`src/rtl/pipelined_decode_ctrl.sv`:
```
// Registered MIPS decode stage: one instruction per cycle into a control bundle,
// with load-use bubbles, branch flush, illegal flagging and a HALT drain sequence.
module pipelined_decode_ctrl #(
  parameter int unsigned REG_AW       = 5,
  parameter int unsigned LU_BUBBLES   = 1,
  parameter int unsigned DRAIN_CYCLES = 3,
  parameter int unsigned HAZARD_EN    = 1
) (
  input  logic              CLK,
  input  logic              nRST,
  input  logic              in_valid,
  output logic              in_ready,
  input  logic [31:0]       instruction,
  input  logic              ex_memread,
  input  logic [REG_AW-1:0] ex_dst,
  input  logic              flush,
  output logic              out_valid,
  input  logic              out_ready,
  output logic [REG_AW-1:0] rs,
  output logic [REG_AW-1:0] rt,
  output logic [REG_AW-1:0] rd,
  output logic [4:0]        shamt,
  output logic [31:0]       imm32,
  output logic [25:0]       jaddr,
  output logic [3:0]        ALUctr,
  output logic [1:0]        ALUSrc,
  output logic [1:0]        RegDst,
  output logic [1:0]        MemToReg,
  output logic              RegWr,
  output logic              dREN,
  output logic              dWEN,
  output logic              Jump,
  output logic              JumpReg,
  output logic              Branch,
  output logic              BranchNEQ,
  output logic              illegal,
  output logic              halt
);

  typedef enum logic [1:0] {RUN, STALL, DRAIN, HALTED} state_t;

  typedef enum logic [3:0] {
    ALU_SLL  = 4'b0000, ALU_SRL = 4'b0001, ALU_ADD = 4'b0010, ALU_SUB  = 4'b0011,
    ALU_AND  = 4'b0100, ALU_OR  = 4'b0101, ALU_XOR = 4'b0110, ALU_NOR  = 4'b0111,
    ALU_SLT  = 4'b1010, ALU_SLTU = 4'b1011
  } aluop_t;

  localparam logic [5:0] OP_RTYPE = 6'h00, OP_J     = 6'h02, OP_JAL  = 6'h03,
                         OP_BEQ   = 6'h04, OP_BNE   = 6'h05, OP_ADDIU = 6'h09,
                         OP_SLTI  = 6'h0A, OP_SLTIU = 6'h0B, OP_ANDI = 6'h0C,
                         OP_ORI   = 6'h0D, OP_XORI  = 6'h0E, OP_LUI  = 6'h0F,
                         OP_LW    = 6'h23, OP_SW    = 6'h2B, OP_HALT = 6'h3F;

  localparam logic [5:0] FN_SLL  = 6'h00, FN_SRL  = 6'h02, FN_JR   = 6'h08,
                         FN_ADD  = 6'h20, FN_ADDU = 6'h21, FN_SUB  = 6'h22,
                         FN_SUBU = 6'h23, FN_AND  = 6'h24, FN_OR   = 6'h25,
                         FN_XOR  = 6'h26, FN_NOR  = 6'h27, FN_SLT  = 6'h2A,
                         FN_SLTU = 6'h2B;

  state_t            state;
  logic [3:0]        cnt;

  logic [5:0]        op, fn;
  logic [15:0]       imm16;
  logic [REG_AW-1:0] f_rs, f_rt;
  logic              uses_rt, hazard, held, out_free, accept, flush_eff;

  aluop_t            d_alu;
  logic [1:0]        d_alusrc, d_regdst, d_memtoreg;
  logic              d_regwr, d_dren, d_dwen, d_jump, d_jr, d_br, d_bne, d_ill, d_halt, r_alu;
  logic [REG_AW-1:0] d_rs, d_rt, d_rd;
  logic [4:0]        d_shamt;
  logic [31:0]       d_imm;
  logic [25:0]       d_jaddr;

  always_comb begin
    op         = instruction[31:26];
    fn         = instruction[5:0];
    imm16      = instruction[15:0];
    f_rs       = REG_AW'(instruction[25:21]);
    f_rt       = REG_AW'(instruction[20:16]);
    d_rs       = f_rs;
    d_rt       = f_rt;
    d_rd       = REG_AW'(instruction[15:11]);
    d_shamt    = instruction[10:6];
    d_jaddr    = instruction[25:0];
    d_imm      = {{16{imm16[15]}}, imm16};
    d_alu      = ALU_ADD;
    d_alusrc   = 2'd0;
    d_regdst   = 2'd0;
    d_memtoreg = 2'd0;
    d_regwr    = 1'b0;
    d_dren     = 1'b0;
    d_dwen     = 1'b0;
    d_jump     = 1'b0;
    d_jr       = 1'b0;
    d_br       = 1'b0;
    d_bne      = 1'b0;
    d_ill      = 1'b0;
    d_halt     = 1'b0;
    r_alu      = 1'b0;

    case (op)
      OP_ANDI, OP_ORI, OP_XORI: d_imm = {16'h0000, imm16};
      OP_LUI:                   d_imm = {imm16, 16'h0000};
      default: ;
    endcase

    case (op)
      OP_RTYPE: begin
        case (fn)
          FN_ADD, FN_ADDU: begin d_alu = ALU_ADD;  r_alu = 1'b1; end
          FN_SUB, FN_SUBU: begin d_alu = ALU_SUB;  r_alu = 1'b1; end
          FN_AND:          begin d_alu = ALU_AND;  r_alu = 1'b1; end
          FN_OR:           begin d_alu = ALU_OR;   r_alu = 1'b1; end
          FN_XOR:          begin d_alu = ALU_XOR;  r_alu = 1'b1; end
          FN_NOR:          begin d_alu = ALU_NOR;  r_alu = 1'b1; end
          FN_SLT:          begin d_alu = ALU_SLT;  r_alu = 1'b1; end
          FN_SLTU:         begin d_alu = ALU_SLTU; r_alu = 1'b1; end
          FN_SLL:          begin d_alu = ALU_SLL;  r_alu = 1'b1; d_alusrc = 2'd2; end
          FN_SRL:          begin d_alu = ALU_SRL;  r_alu = 1'b1; d_alusrc = 2'd2; end
          FN_JR:           d_jr = 1'b1;
          default:         d_ill = 1'b1;
        endcase
        if (r_alu) begin
          d_regdst = 2'd1;
          d_regwr  = 1'b1;
        end
      end
      OP_ADDIU, OP_ANDI, OP_ORI, OP_XORI, OP_SLTI, OP_SLTIU, OP_LUI: begin
        d_alusrc = 2'd1;
        d_regwr  = 1'b1;
        case (op)
          OP_ANDI:  d_alu = ALU_AND;
          OP_ORI:   d_alu = ALU_OR;
          OP_XORI:  d_alu = ALU_XOR;
          OP_SLTI:  d_alu = ALU_SLT;
          OP_SLTIU: d_alu = ALU_SLTU;
          default:  d_alu = ALU_ADD;
        endcase
      end
      OP_LW: begin
        d_alusrc   = 2'd1;
        d_dren     = 1'b1;
        d_memtoreg = 2'd1;
        d_regwr    = 1'b1;
      end
      OP_SW: begin
        d_alusrc = 2'd1;
        d_dwen   = 1'b1;
      end
      OP_BEQ: begin d_alu = ALU_SUB; d_br = 1'b1; end
      OP_BNE: begin d_alu = ALU_SUB; d_br = 1'b1; d_bne = 1'b1; end
      OP_J:   d_jump = 1'b1;
      OP_JAL: begin
        d_jump     = 1'b1;
        d_regdst   = 2'd2;
        d_memtoreg = 2'd2;
        d_regwr    = 1'b1;
      end
      OP_HALT: begin
        // HALT issues as an all-zero NOP bundle (sll $0,$0,0)
        d_halt  = 1'b1;
        d_alu   = ALU_SLL;
        d_rs    = '0;
        d_rt    = '0;
        d_rd    = '0;
        d_shamt = '0;
        d_jaddr = '0;
        d_imm   = '0;
      end
      default: d_ill = 1'b1;
    endcase
  end

  assign uses_rt   = (op == OP_RTYPE) || (op == OP_BEQ) || (op == OP_BNE) || (op == OP_SW);
  assign hazard    = (HAZARD_EN != 0) && ex_memread && (ex_dst != '0) && in_valid &&
                     ((ex_dst == f_rs) || (uses_rt && (ex_dst == f_rt)));
  assign held      = out_valid && !out_ready;
  assign out_free  = !held;
  assign in_ready  = nRST && (state == RUN) && !hazard && out_free && !flush;
  assign accept    = in_valid && in_ready;
  assign flush_eff = flush && ((state != DRAIN) || held);

  always_ff @(posedge CLK or negedge nRST) begin
    if (!nRST) begin
      state     <= RUN;
      cnt       <= '0;
      halt      <= 1'b0;
      out_valid <= 1'b0;
      rs        <= '0;
      rt        <= '0;
      rd        <= '0;
      shamt     <= '0;
      imm32     <= '0;
      jaddr     <= '0;
      ALUctr    <= '0;
      ALUSrc    <= '0;
      RegDst    <= '0;
      MemToReg  <= '0;
      RegWr     <= 1'b0;
      dREN      <= 1'b0;
      dWEN      <= 1'b0;
      Jump      <= 1'b0;
      JumpReg   <= 1'b0;
      Branch    <= 1'b0;
      BranchNEQ <= 1'b0;
      illegal   <= 1'b0;
    end else begin
      case (state)
        RUN: begin
          if (accept && d_halt) begin
            state <= DRAIN;
            cnt   <= 4'(DRAIN_CYCLES);
          end else if (hazard && !flush && out_free && (LU_BUBBLES > 1)) begin
            // the hazard cycle itself yields the first bubble; STALL covers the rest
            state <= STALL;
            cnt   <= 4'(LU_BUBBLES - 2);
          end
        end
        STALL: begin
          if (flush || (cnt == '0)) begin
            state <= RUN;
            cnt   <= '0;
          end else begin
            cnt <= cnt - 4'd1;
          end
        end
        DRAIN: begin
          if (flush && held) begin
            state <= RUN;
            cnt   <= '0;
          end else if (cnt == '0) begin
            state <= HALTED;
            halt  <= 1'b1;
          end else begin
            cnt <= cnt - 4'd1;
          end
        end
        default: ;
      endcase

      if (flush_eff) begin
        out_valid <= 1'b0;
      end else if (out_free) begin
        out_valid <= accept;
        if (accept) begin
          rs        <= d_rs;
          rt        <= d_rt;
          rd        <= d_rd;
          shamt     <= d_shamt;
          imm32     <= d_imm;
          jaddr     <= d_jaddr;
          ALUctr    <= d_alu;
          ALUSrc    <= d_alusrc;
          RegDst    <= d_regdst;
          MemToReg  <= d_memtoreg;
          RegWr     <= d_regwr;
          dREN      <= d_dren;
          dWEN      <= d_dwen;
          Jump      <= d_jump;
          JumpReg   <= d_jr;
          Branch    <= d_br;
          BranchNEQ <= d_bne;
          illegal   <= d_ill;
        end
      end
    end
  end

endmodule
```
`config.mk`:
```
export PLATFORM = sky130hd
export DESIGN_NAME = pipelined_decode_ctrl
export DESIGN_NICKNAME = d
export VERILOG_FILES = /design/src/rtl/pipelined_decode_ctrl.sv
export SDC_FILE = /design/constraint.sdc
export NUM_CORES = 1
export LEC_CHECK = 0
export ABC_CLOCK_PERIOD_IN_PS = 2000
export CORE_MARGIN = 2
export CORE_UTILIZATION = 46
export DETAILED_ROUTE_END_ITERATION = 8
export PLACE_DENSITY = 0.8
export SLEW_MARGIN = 20
export SYNTH_ARGS = -nofsm -noshare
export SYNTH_HDL_FRONTEND = slang
export SYNTH_SLANG_ARGS = --single-unit
```
`constraint.sdc`:
```
create_clock -name CLK -period 2 [get_ports CLK]
set_input_delay 0.3 -clock CLK [delete_from_list [all_inputs] [get_ports CLK]]
set_output_delay 0.3 -clock CLK [all_outputs]
set_load 0.05 [all_outputs]
```
## Word-level counts from Yosys, hierarchy flattened

Cells that the tools add are included.

| word-level totals | value |
|---|---|
| register bits after elaboration | 104 |
| word-level logic and storage cells | 147 |
| output and inout bits | 99 |
| input port bits | 43 |

| cells by class | value |
|---|---|
| reduce and logical (&&, ||, !) cells | 44 |
| add/sub/neg operators | 1 |
| bitwise gates (word level) | 3 |
| multiplexer cells | 41 |
| eq/ne operators | 36 |

Operator list:

| operator | count |
|---|---|
| 6-bit equality test, second input constant | 13 |
| 32-bit case mux with 2 select lines | 1 |
| 6-bit by 4-bit equality test with 1-bit output, second input constant | 8 |
| 4-bit case mux with 9 select lines | 1 |
| 32-bit two-way mux | 1 |
| 26-bit two-way mux | 1 |
| 5-bit two-way mux | 4 |
| 4-bit case mux with 5 select lines | 1 |
| 6-bit by 2-bit equality test with 1-bit output, second input constant | 3 |
| 9-bit OR reduction | 2 |
| 4-bit two-way mux | 4 |
| 4-bit case mux with 4 select lines | 1 |
| 1-bit two-way mux | 15 |
| 14-bit OR reduction | 1 |
| 1-bit logical AND | 13 |
| 13-bit OR reduction | 1 |
| 6-bit by 3-bit equality test with 1-bit output, second input constant | 2 |
| 6-bit logical NOT | 2 |
| 2-bit case mux with 2 select lines | 3 |
| 4-bit case mux with 3 select lines | 1 |
| 12-bit OR reduction | 1 |
| 5-bit equality test | 2 |
| 2-bit two-way mux | 5 |
| 3-bit AND reduction | 3 |
| 19 further kinds | 36 |

## Depth between registers and ports, before layout

Gate-level depths: netlist of the first run.

| depth | value |
|---|---|
| word-level depth | 15 |
| mapped depth | 9 |
| gate-level depth less buffers | 8 |

## Worst setup path after synthesis of the first run

OpenSTA, ideal clock, no wires.

| timing | value |
|---|---|
| kind | register to output |
| from | reg out_valid |
| to | out in_ready |
| setup slack | 0.059 ns |
| stages on the path, launching flop included | 4 |
| required time | 1.700 ns |
| arrival time | 1.641 ns |
| path buffers | 0 |
| cells stage by stage | dfrtp_1 -> nand2b_1 -> nand3_1 -> a21oi_1 |

| between the ends | value |
|---|---|
| longest elaborated chain between the ends | 4 |

Ends and longest elaborated chain:

| element | RTL line | text |
|---|---|---|
| from (decl) | 17 | `output logic out_valid,` |
| from (signal assigned) | 246 | `out_valid <= accept;` |
| 1-bit logical AND | 179 | `assign held = out_valid && !out_ready;` |
| 1-bit logical NOT | 180 | `assign out_free = !held;` |
| 1-bit logical AND (2 in a row) | 181 | `assign in_ready = nRST && (state == RUN) && !hazard && out_free && !flush;` |
| to (decl) | 12 | `output logic in_ready,` |

No other way between the ends.

## Worst setup path in the final report of the first run

| timing | value |
|---|---|
| from | in instruction[31] |
| to | out in_ready |

| between the ends | value |
|---|---|
| longest elaborated chain between the ends | 11 |

Ends and longest elaborated chain:

| element | RTL line | text |
|---|---|---|
| from (decl) | 13 | `input logic [31:0] instruction,` |
| 6-bit by 3-bit equality test with 1-bit output or 6-bit logical NOT (tied branches) | 176 | `assign uses_rt = (op == OP_RTYPE) \|\| (op == OP_BEQ) \|\| (op == OP_BNE) \|\| (op == OP_SW);` |
| 1-bit logical OR (2 in a row) | 176 |  |
| 1-bit logical OR (*) | 176 |  |
| 1-bit logical AND (*) | 178 | `((ex_dst == f_rs) \|\| (uses_rt && (ex_dst == f_rt)));` |
| 1-bit logical OR (*) | 178 |  |
| 1-bit logical AND (*) | 177 | `assign hazard = (HAZARD_EN != 0) && ex_memread && (ex_dst != '0) && in_valid &&` |
| 1-bit logical NOT (*) | 181 |  |
| 1-bit logical AND (*) (3 in a row) | 181 |  |

Mark *: on every way between the ends. The rest lies on a longest branch, timed or not.

==> summary.txt, run 1 <==
Clk buf depth -> 2
Die Span Y -> 100.5 um
Main synth FF type -> dfrtp_1
Largest net degree at the start of global routing -> 83
Vias per std cell -> 5.298
YS warnings -> 0
Max VDD drop -> 0.4357 mV
Initial antenna violation count -> 0
Global-route wire length before repair -> 19.71 mm
# rows -> 35
Run status -> completed
Vias in the first global route -> 3977
Synth area leader -> dfrtp_1
WP data arrival -> 1640 ps
Hold Violations, Final -> 0
Wire per inst -> 15.72 um
DRT iter0 DRCs -> 209
Commonest non-fill, non-tap cell in the layout -> nand2_1
Die width -> 100.5 um
Initial Util -> 46.77%
Final #Nets -> 696
Most frequent cells in the layout -> nand2_1, clkdlybuf4s50_1, dfrtp_1
Sink Count -> 82
Seq/Total Area, Yosys -> 47.94%
Port Buffers -> 141
Dpl hpwl -> 8.764 mm
Power per Cell Area -> 563.7 nW/um^2
Routed Antenna Nets -> 0
Core Util, Final -> 69.28%
DP Worst Slack -> -493.1 ps
Mapped cell area -> 4280 um^2
FMAX -> 515.5 MHz
Post-CTS Hold Buffers -> 0
Layout cells sized above 1 -> 15.77%
Post-route design area -> 6341 um^2
TritonCTS clock tree -> built
Synthesis-to-layout area growth -> 48.14%
Total CTS buffers -> 9
Flop-to-flop setup slack -> 220 ps
Max H-tree Level -> 3
Multi-input logic area -> 1899 um^2
Yosys reg bits -> 82
Top cell type's share of synthesized area -> 47.94%
Fin crit period -> 1940 ps
Final Total Pwr -> 3.574 mW
Area of placed instances -> 6021 um^2
Largest cells by area after synthesis -> dfrtp_1, nand2_1, nand3_1
Leak -> 3.025 nW
Hold Slack -> 80.61 ps
Final GP Congestion -> 0.9002
DR pass1 iterations -> 4
Via count of the routed design -> 4048
Required @ worst endpoint -> 1700 ps
Final worst-path cycle share -> 96.99%
RSZ-0062 raised after global routing -> true
Actual slew at the worst max-slew pin -> 736.1 ps
Clock Skews -> 8.654 ps
Gr usage total -> 24.43%
Max-Cap Viols -> 0
Worst Setup Slack, final -> 60.11 ps
Root Driver -> clkbuf_8
Drc violations -> 0
CP Launch Type -> input port
DIE AREA -> 10090 um^2
Ys async rst share -> 100.0%
Endpoint type of the worst setup path -> output pin
N_diodes -> 0
Total Routed Length -> 12.01 mm
Final setup viols -> 0
Syn_nets -> 533
Synth Area per Inst -> 8.825 um^2
Register area -> 2052 um^2
Synthesized netlist cell count -> 485
Gr ovfl total -> 0
Slew headroom -> 50.93%
Slew Limit Fails -> 0
Hold WC Path Type -> in -> async
Clock slew at reported path FFs -> 80 ps
Fillcell total -> 719
Ports -> 142
Worst-skew pair later-pin latency -> 360 ps
Core Area -> 9153 um^2
Crit-path max FO -> 4
Worst setup path class -> in -> out
Synth cell types -> 53
Post-synth EDFFs -> 0
-- kinds of logic (layout without fill, tap and decap cells) --
logic type,count (synthesis),count (layout),synth area share (%)
adders and majority gates,5,5,1.462
muxes,1,1,0.3507
buffers and inverters,65,233,8.740
AOI/OAI and AO/OA,78,78,13.10
DFF,82,82,47.94
xor gates and xnor gates,10,10,2.046
and+or+nand+nor,244,244,26.37
-- final timing paths --
check                                 startpoint                     to  depth (start not counted)
min                                         nRST  out_valid$_DFFE_PN0P_                          2
min in group CLK                 instruction[19]      rt[3]$_DFFE_PN0P_                          3
max reg2reg                 state[0]$_DFFE_PN0P_     cnt[1]$_DFFE_PN0P_                          8
min reg2reg                imm32[28]$_DFFE_PN0P_  imm32[28]$_DFFE_PN0P_                          2
max in group asynchronous                   nRST  jaddr[15]$_DFFE_PN0P_                          2
max                              instruction[31]               in_ready                          8
-- registers in the layout (all words and copies together) (netlist names), 2 cells and up --
| name | count |
|---|---|
| rs | 5 |
| imm32 | 32 |
| RegDst | 2 |
| shamt | 4 |
| cnt | 4 |
| state | 2 |
| rd | 4 |
| rt | 4 |
| ALUSrc | 2 |
| ALUctr | 4 |
| jaddr | 9 |
-- per-stage QoR --
stage | cells | TNS, ps
after floorplan | 485 | 0
after global placement | 746 | -33130
after detailed placement | 746 | -34660
after CTS | 764 | 0
after global routing | 764 | -25.39
final | 764 | 0
-- timing repair --
| item | in CTS | in global routing |
|---|---|---|
| buffers inserted | 2 | 0 |
| setup endpoints to repair | 70 | 14 |
| pin swaps | 6 | 2 |
| gates resized for setup | 26 | 6 |
| gates cloned | 0 | 0 |
-- cell type report --
class | count | share of cell area (%)
timing repair buffer | 205 | 30.60
tap | 111 | 2.190
sequential | 82 | 32.36
clock buffer | 10 | 2.013
inverter | 12 | 0.7103
multi-input combinational | 338 | 29.95
clock inverter | 6 | 2.170
-- worst max-delay path, cell delays in order --
cell and delay (ps):
dlygate4sd2_1 280, buf_4 150, o32ai_2 290, buf_4 160, nand2_1 50, o21ai_2 140
a21oi_2 100, buf_6 170
-- synthesized netlist by cell type (all sizes together), types with 3 or more instances --
cell type / count
o21ai: 21
nor2: 17
nor3b: 5
o211ai: 16
buf: 44
ha: 5
a21oi: 7
nor2b: 3
nand2: 141
clkbuf: 9
nor4: 4
nand4: 3
nand4b: 3
o31ai: 7
o41ai: 4
xor2: 8
or2: 3
a31oi: 4
nand3: 44
nand2b: 6
dfrtp: 82
inv: 12
o21a: 4
nor3: 7
-- report_power, final --
group | total (mW) | internal (mW) | switching (mW)
registers | 1.66 | 1.66 | 0
clock network | 1.59 | 0.963 | 0.629
logic | 0.326 | 0.153 | 0.173
-- metal layers --
metal	track usage (%)	vias up	part of all wire (%)
met5	0	-	0
met4	7.587	0	1.2
met3	3.329	14	5.9
met2	40.89	152	49
met1	33.14	1925	44
li1	-	1957	-
Note: power is estimated with default switching activity, not from simulation.
==> run 2: changes to the inputs <==
Settings changed: ABC_CLOCK_PERIOD_IN_PS 2000 to 2100.
Clock period 2 ns to 2.1 ns, I/O delays scaled along.
==> run 2 against run 1 <==
- sequential power down 5%
- hold slack got worse by 25 ps
- non-clock buffer count decreased by 6
- critical path depth unchanged
- utilization down 1.2 points
- final cell count shrank 0.79%
- count of clock-buffer cells in the layout shrank 1
- power decreased by 15%
- die area is the same
- clock skew grew 2.7 ps
- setup slack about the same
- largest cell class unchanged
==> summary.txt, run 2 (synthesized netlist as in run 1, its figures left out) <==
Run status -> completed
Ports -> 142 (unchanged)
Total CTS buffers -> 9 (unchanged)
Dpl hpwl -> 8.845 mm (+0.92%)
Post-CTS Setup Bufs -> 0 (-2)
Initial antenna violation count -> 0 (unchanged)
Crit-path max FO -> 2 (-2)
Max H-tree Level -> 3 (unchanged)
Setup_tns -> 0 ps (unchanged)
Slew Limit Fails -> 0 (unchanged)
TritonCTS clock tree -> built
Most frequent cells in the layout -> nand2_1, clkdlybuf4s50_1, dfrtp_1
CP Launch Type -> input port
Actual slew at the worst max-slew pin -> 752.8 ps (+16.73 ps)
Root Driver -> clkbuf_8
Max-Cap Viols -> 0 (unchanged)
Core Area -> 9153 um^2 (unchanged)
Hold Violations, Final -> 0 (unchanged)
Vias per std cell -> 5.334 (+0.67%)
Die Span Y -> 100.5 um (unchanged)
DIE AREA -> 10090 um^2 (unchanged)
Largest net degree at the start of global routing -> 83 (unchanged)
Via count of the routed design -> 4043 (-0.12%)
Post-CTS Hold Buffers -> 0 (unchanged)
Top Registers -> imm32 x32, jaddr x9, rs x5
Leak -> 2.962 nW (-2.1%)
Clock Skews -> 11.31 ps (+2.654 ps)
RSZ-0062 raised after global routing -> false
# rows -> 35 (unchanged)
DR pass1 iterations -> 5 (+1)
Fin crit period -> 2040 ps
Commonest non-fill, non-tap cell in the layout -> nand2_1
Combinational share of power -> 10.1% (+1.0 points)
Routed Antenna Nets -> 0 (unchanged)
Die width -> 100.5 um (unchanged)
Wire per inst -> 15.71 um (about the same)
DP Worst Slack -> -452.9 ps (+40.15 ps)
Gr usage total -> 24.30% (-0.13 points)
Final GP Congestion -> 0.9063 (+0.68%)
Seq pwr share -> 52.2% (+5.9 points)
Sink Count -> 82 (unchanged)
Fillcell total -> 730 (+1.5%)
Worst setup path class -> in -> out
Post-route design area -> 6231 um^2 (-1.7%)
Layout cells sized above 1 -> 14.99% (-0.78 points)
Synthesis-to-layout area growth -> 45.57%
DRT iter0 DRCs -> 194 (-7.2%)
Reg2reg path depth -> 7 (-1)
Total Routed Length -> 11.91 mm (-0.84%)
WP data arrival -> 1730 ps (+90 ps)
Gr ovfl total -> 0 (unchanged)
Int Pwr -> 2.184 mW (-21%)
Clock slew at reported path FFs -> 90 ps (about the same)
Top reg by flops -> imm32
Drc violations -> 0 (unchanged)
Required @ worst endpoint -> 1780 ps (+80 ps)
Area of placed instances -> 5991 um^2 (-0.50%)
Initial Util -> 46.77% (unchanged)
FMAX -> 490.2 MHz
Worst Setup Slack, final -> 59.87 ps (-0.2378 ps)
Clk buf depth -> 2 (unchanged)
Slew headroom -> 49.81% (-1.1 points)
Final setup viols -> 0 (unchanged)
N_diodes -> 0 (unchanged)
Power per Cell Area -> 484.9 nW/um^2 (-14%)
Endpoint type of the worst setup path -> output pin
Clock share of power -> 37.6% (-6.9 points)
Number of flip-flops in the largest register -> 32 (unchanged)
Max VDD drop -> 0.3179 mV (-27%)
Net Sw Frac -> 27.73% (+5.3 points)
Final #Nets -> 690 (-0.86%)
Hold WC Path Type -> in -> async
Final worst-path cycle share -> 97.15%
Global-route wire length before repair -> 19.56 mm (-0.74%)
Port Buffers -> 141 (unchanged)
Vias in the first global route -> 4132 (+3.9%)
Net Sw Power -> 0.8378 mW (+4.4%)
Worst-skew pair later-pin latency -> 370 ps (about the same)
run 2: worst paths after layout:
| path | startpoint | slack [ps] | end |
|---|---|---|---|
| worst max-delay path | instruction[20] | 60 | in_ready |
| max in group asynchronous | nRST | 1490 | rs[2]$_DFFE_PN0P_ |
| worst min-delay path | nRST | 60 | halt$_DFFE_PN0P_ |
| worst max register to register | cnt[0]$_DFFE_PN0P_ | 260 | cnt[1]$_DFFE_PN0P_ |
| min in group CLK | instruction[24] | 260 | rs[3]$_DFFE_PN0P_ |
| worst min register to register | imm32[13]$_DFFE_PN0P_ | 470 | imm32[13]$_DFFE_PN0P_ |
run 2: metrics by stage:
step           utilization (%)  hold WS [ps]  instances  power [mW]
2_1_floorplan                -         19.41        485       1.707
3_3_place_gp             65.45         449.4        742       1.907
3_5_place_dp             65.45         457.5        742       1.914
4_1_cts                  67.78         257.5        758       3.044
5_1_grt                  68.08         138.6        758       3.145
6_report                 68.08         55.55        758       3.022
run 2: repair_timing:
| action | CTS | global route |
|---|---|---|
| setup endpoints to repair | 33 | 6 |
| gates resized for setup | 18 | 7 |
| pin swaps | 2 | 5 |
| cloned | 0 | 0 |
| endpoints found under the hold margin | 0 | 0 |
run 2: layout make-up:
| cell class | count | area, um^2 | share of cell area (%) |
|---|---|---|---|
| sequential | 82 | 2052 | 32.93 |
| multi-input combinational | 338 | 1903 | 30.54 |
| timing repair buffer | 199 | 1903 | 30.54 |
| tap | 111 | 138.9 | 2.229 |
| clock buffer | 9 | 123.9 | 1.988 |
| clock inverter | 7 | 65.06 | 1.044 |
| inverter | 12 | 45.04 | 0.7229 |
run 2: routing by layer:
layer  wire length [um]  part of all wire (%)  GRT usage [%]  vias up
li1                   -                     -              -     1942
met1               5288                    44          33.29     1973
met2               5894                    49          39.96      116
met3                621                   5.2          4.438       12
met4                106                  0.89          6.533        0
met5                  0                     0              0        -
run 2: critical path, cell delays in order:
cell and delay, ps:
clkdlybuf4s50_1 500, xor2_1 190, nor4_2 60, buf_4 140, nand2_1 70, o21ai_2 60, a21oi_2 200, buf_6 190
run 2: power groups by stage:
stage	sequential, mW	clock, mW	combinational (mW)
after global routing	1.58	1.23	0.335
final	1.58	1.14	0.306
after floorplan	1.61	0	0.0978
after detailed placement	1.61	0	0.305
after global placement	1.61	0	0.298
after CTS	1.58	1.16	0.305
==> RTL change: new RTL, config.mk and constraints of run 2 <==
Change the parameter `HAZARD_EN` from 1 to 0.
--- a/src/rtl/pipelined_decode_ctrl.sv
+++ b/src/rtl/pipelined_decode_ctrl.sv
@@ -4,7 +4,7 @@
   parameter int unsigned REG_AW       = 5,
   parameter int unsigned LU_BUBBLES   = 1,
   parameter int unsigned DRAIN_CYCLES = 3,
-  parameter int unsigned HAZARD_EN    = 1
+  parameter int unsigned HAZARD_EN    = 0
 ) (
   input  logic              CLK,
   input  logic              nRST,
Formal check against the unedited RTL: not equivalent (a bounded check fails within 4 cycles, from zero or initial values and one cycle with nRST low).
==> RTL change against run 2 <==
  * Cell count shrank 20%
  * Cell area fell by 10%
  * Core utilization is 0.073 points lower
  * Sequential share of layout area up 4.7 points
  * Synthesized cell count down 24%
  * Worst setup slack better by 0.080 ns
  * Total power grew 3.2%
  * Sequential cell count is 2 higher
  * Critical endpoint unchanged
  * Wire length shrank 17%
  * Area after synthesis down 8.5%
==> RTL change: results <==
[yosys]
seq_area_frac_synth = 0.537
synthTopCellsByArea = "dfrtp_1 54%, a22o_1 9.4%, buf_4 4.2%"
synth_nets = 416
synthDistinctLibCells = 52
netlist_top_cells_count = "84 x dfrtp_1, 42 x a22o_1, 36 x nand2_1, 27 x nor2_1, 23 x o21ai_0"
syn_area_per_cell_um2 = 10.7

[placed_design]
gp_congestion = 0.895
port_buffers = 135
dp_hpwl_um = 7040

[setup_path]
cp_max_fo = 3
slowest_stage = "dfrtp_1"
arrival_ns = 1.64
r2r_slack_ns = 0.14
critPathLaunch = "state[1]$_DFFE_PN0P_"
crit_family = "simple AND/OR/NAND/NOR gates"
r2r-start = "state[1]$_DFFE_PN0P_"
cp_slowest_stage_delay_ns = 0.41
r2r_end = "cnt[0]$_DFFE_PN0P_"

[grt]
grtUsageTotal = 0.222
grt_pass1_vias = 3247
grt_max_degree = 85
grt_pass1_wl_um = 15700

[timing]
relSlewSlack = 0.511
fin_skew_ns = 0.00805
hold_ws_ns = 0.133

[layout]
nNetsFinal = 545
drive_gt1_frac = 0.120
largestRegisters = "imm32 (32), jaddr (10)"
nFillCells = 618
layout.cells.non_filler = 605

[detailed_routing]
via_per_inst = 5.40
drt_iter0_markers = 140
wl_um = 9840
first_pass_iters = 4

[clock_tree]
numCtsBuffers = 9
clkLatencyLatePin_ns = 0.35

[power_and_ir_drop]
vdd_drop_max_uv = 342
p_leak_uw = 0.00254

[run_status]
outcome = "finished clean"
[RTL change: cell count changes in the layout (fill, tap and decap cells not counted), sizes merged, moves of 6 or more]
| cell | run 2 | this run |
|---|---|---|
| clkdlybuf4s50 | 124 | 133 |
| xor2 | 8 | 2 |
| dlygate4sd2 | 10 | 0 |
| nand3 | 44 | 7 |
| inv | 18 | 9 |
| buf | 60 | 31 |
| o21ai | 21 | 35 |
| nor2 | 17 | 29 |
| o211ai | 16 | 2 |
| a22o | 1 | 42 |
| nand2 | 141 | 36 |
[RTL change: through the flow]
step / worst slack [ns] / instance area (µm²) / power, µW / util
final: 0.140 / 5590 / 3120 / 0.680
after global routing: -0.0115 / 5590 / 3230 / 0.680
after CTS: 0.0380 / 5580 / 3140 / 0.679
after detailed placement: -0.102 / 5330 / 1870 / 0.648
after global placement: -0.0608 / 5330 / 1870 / 0.648
after floorplan: 0.306 / 3920 / 1720 / -
[RTL change: where the power goes]
group | total [µW] | internal, µW | switching [µW] | leakage (µW)
registers | 1620 | 1620 | 0 | 0.00116
logic | 225 | 104 | 120 | 0.00126
clock network | 1280 | 726 | 550 | 0.000111
total | 3120 | 2450 | 671 | 0.00254
[RTL change: area by class of cell]
cell class	count	area, µm²	share of cell area
Sequential cell	84	2100	0.376
Timing Repair Buffer	164	1580	0.283
Multi-Input combinational cell	228	1510	0.271
Clock buffer	11	151	0.0271
Tap cell	105	131	0.0235
Clock inverter	4	72.6	0.0130
Inverter	9	33.8	0.00605
[RTL change: worst max path at each step]
stage,slack [ns],cells past startpoint,to
6_report,0.14,5,in_ready
5_1_grt,-0.01,7,imm32[19]$_DFFE_PN0P_
4_1_cts,0.04,7,BranchNEQ$_DFFE_PN0P_
3_5_place_dp,-0.10,6,imm32[20]$_DFFE_PN0P_
3_3_place_gp,-0.06,6,imm32[16]$_DFFE_PN0P_
2_1_floorplan,0.31,7,jaddr[0]$_DFFE_PN0P_
[RTL change: cell families (layout without fill, tap and decap cells)]
kind of cell	Yosys count	after routing	synth area share
flops	84	84	0.537
buf+inv	55	188	0.0811
simple gates	105	105	0.141
fa+ha+maj	6	6	0.0192
mux	4	4	0.0109
compound gates	110	110	0.204
xor+xnor	3	3	0.00671
[RTL change: metal layers]
metal  track usage  up-vias  share of wire
met5             0        -              0
met3        0.0556       15          0.078
met1         0.289     1584           0.43
li1              -     1541              -
met2         0.362      129           0.48
met4        0.0726        0          0.015
[RTL change: what timing repair did]
action / CTS / global route
resized for setup: 1 / 2
setup endpoints to repair: 16 / 42
setup buffers: 3 / 0
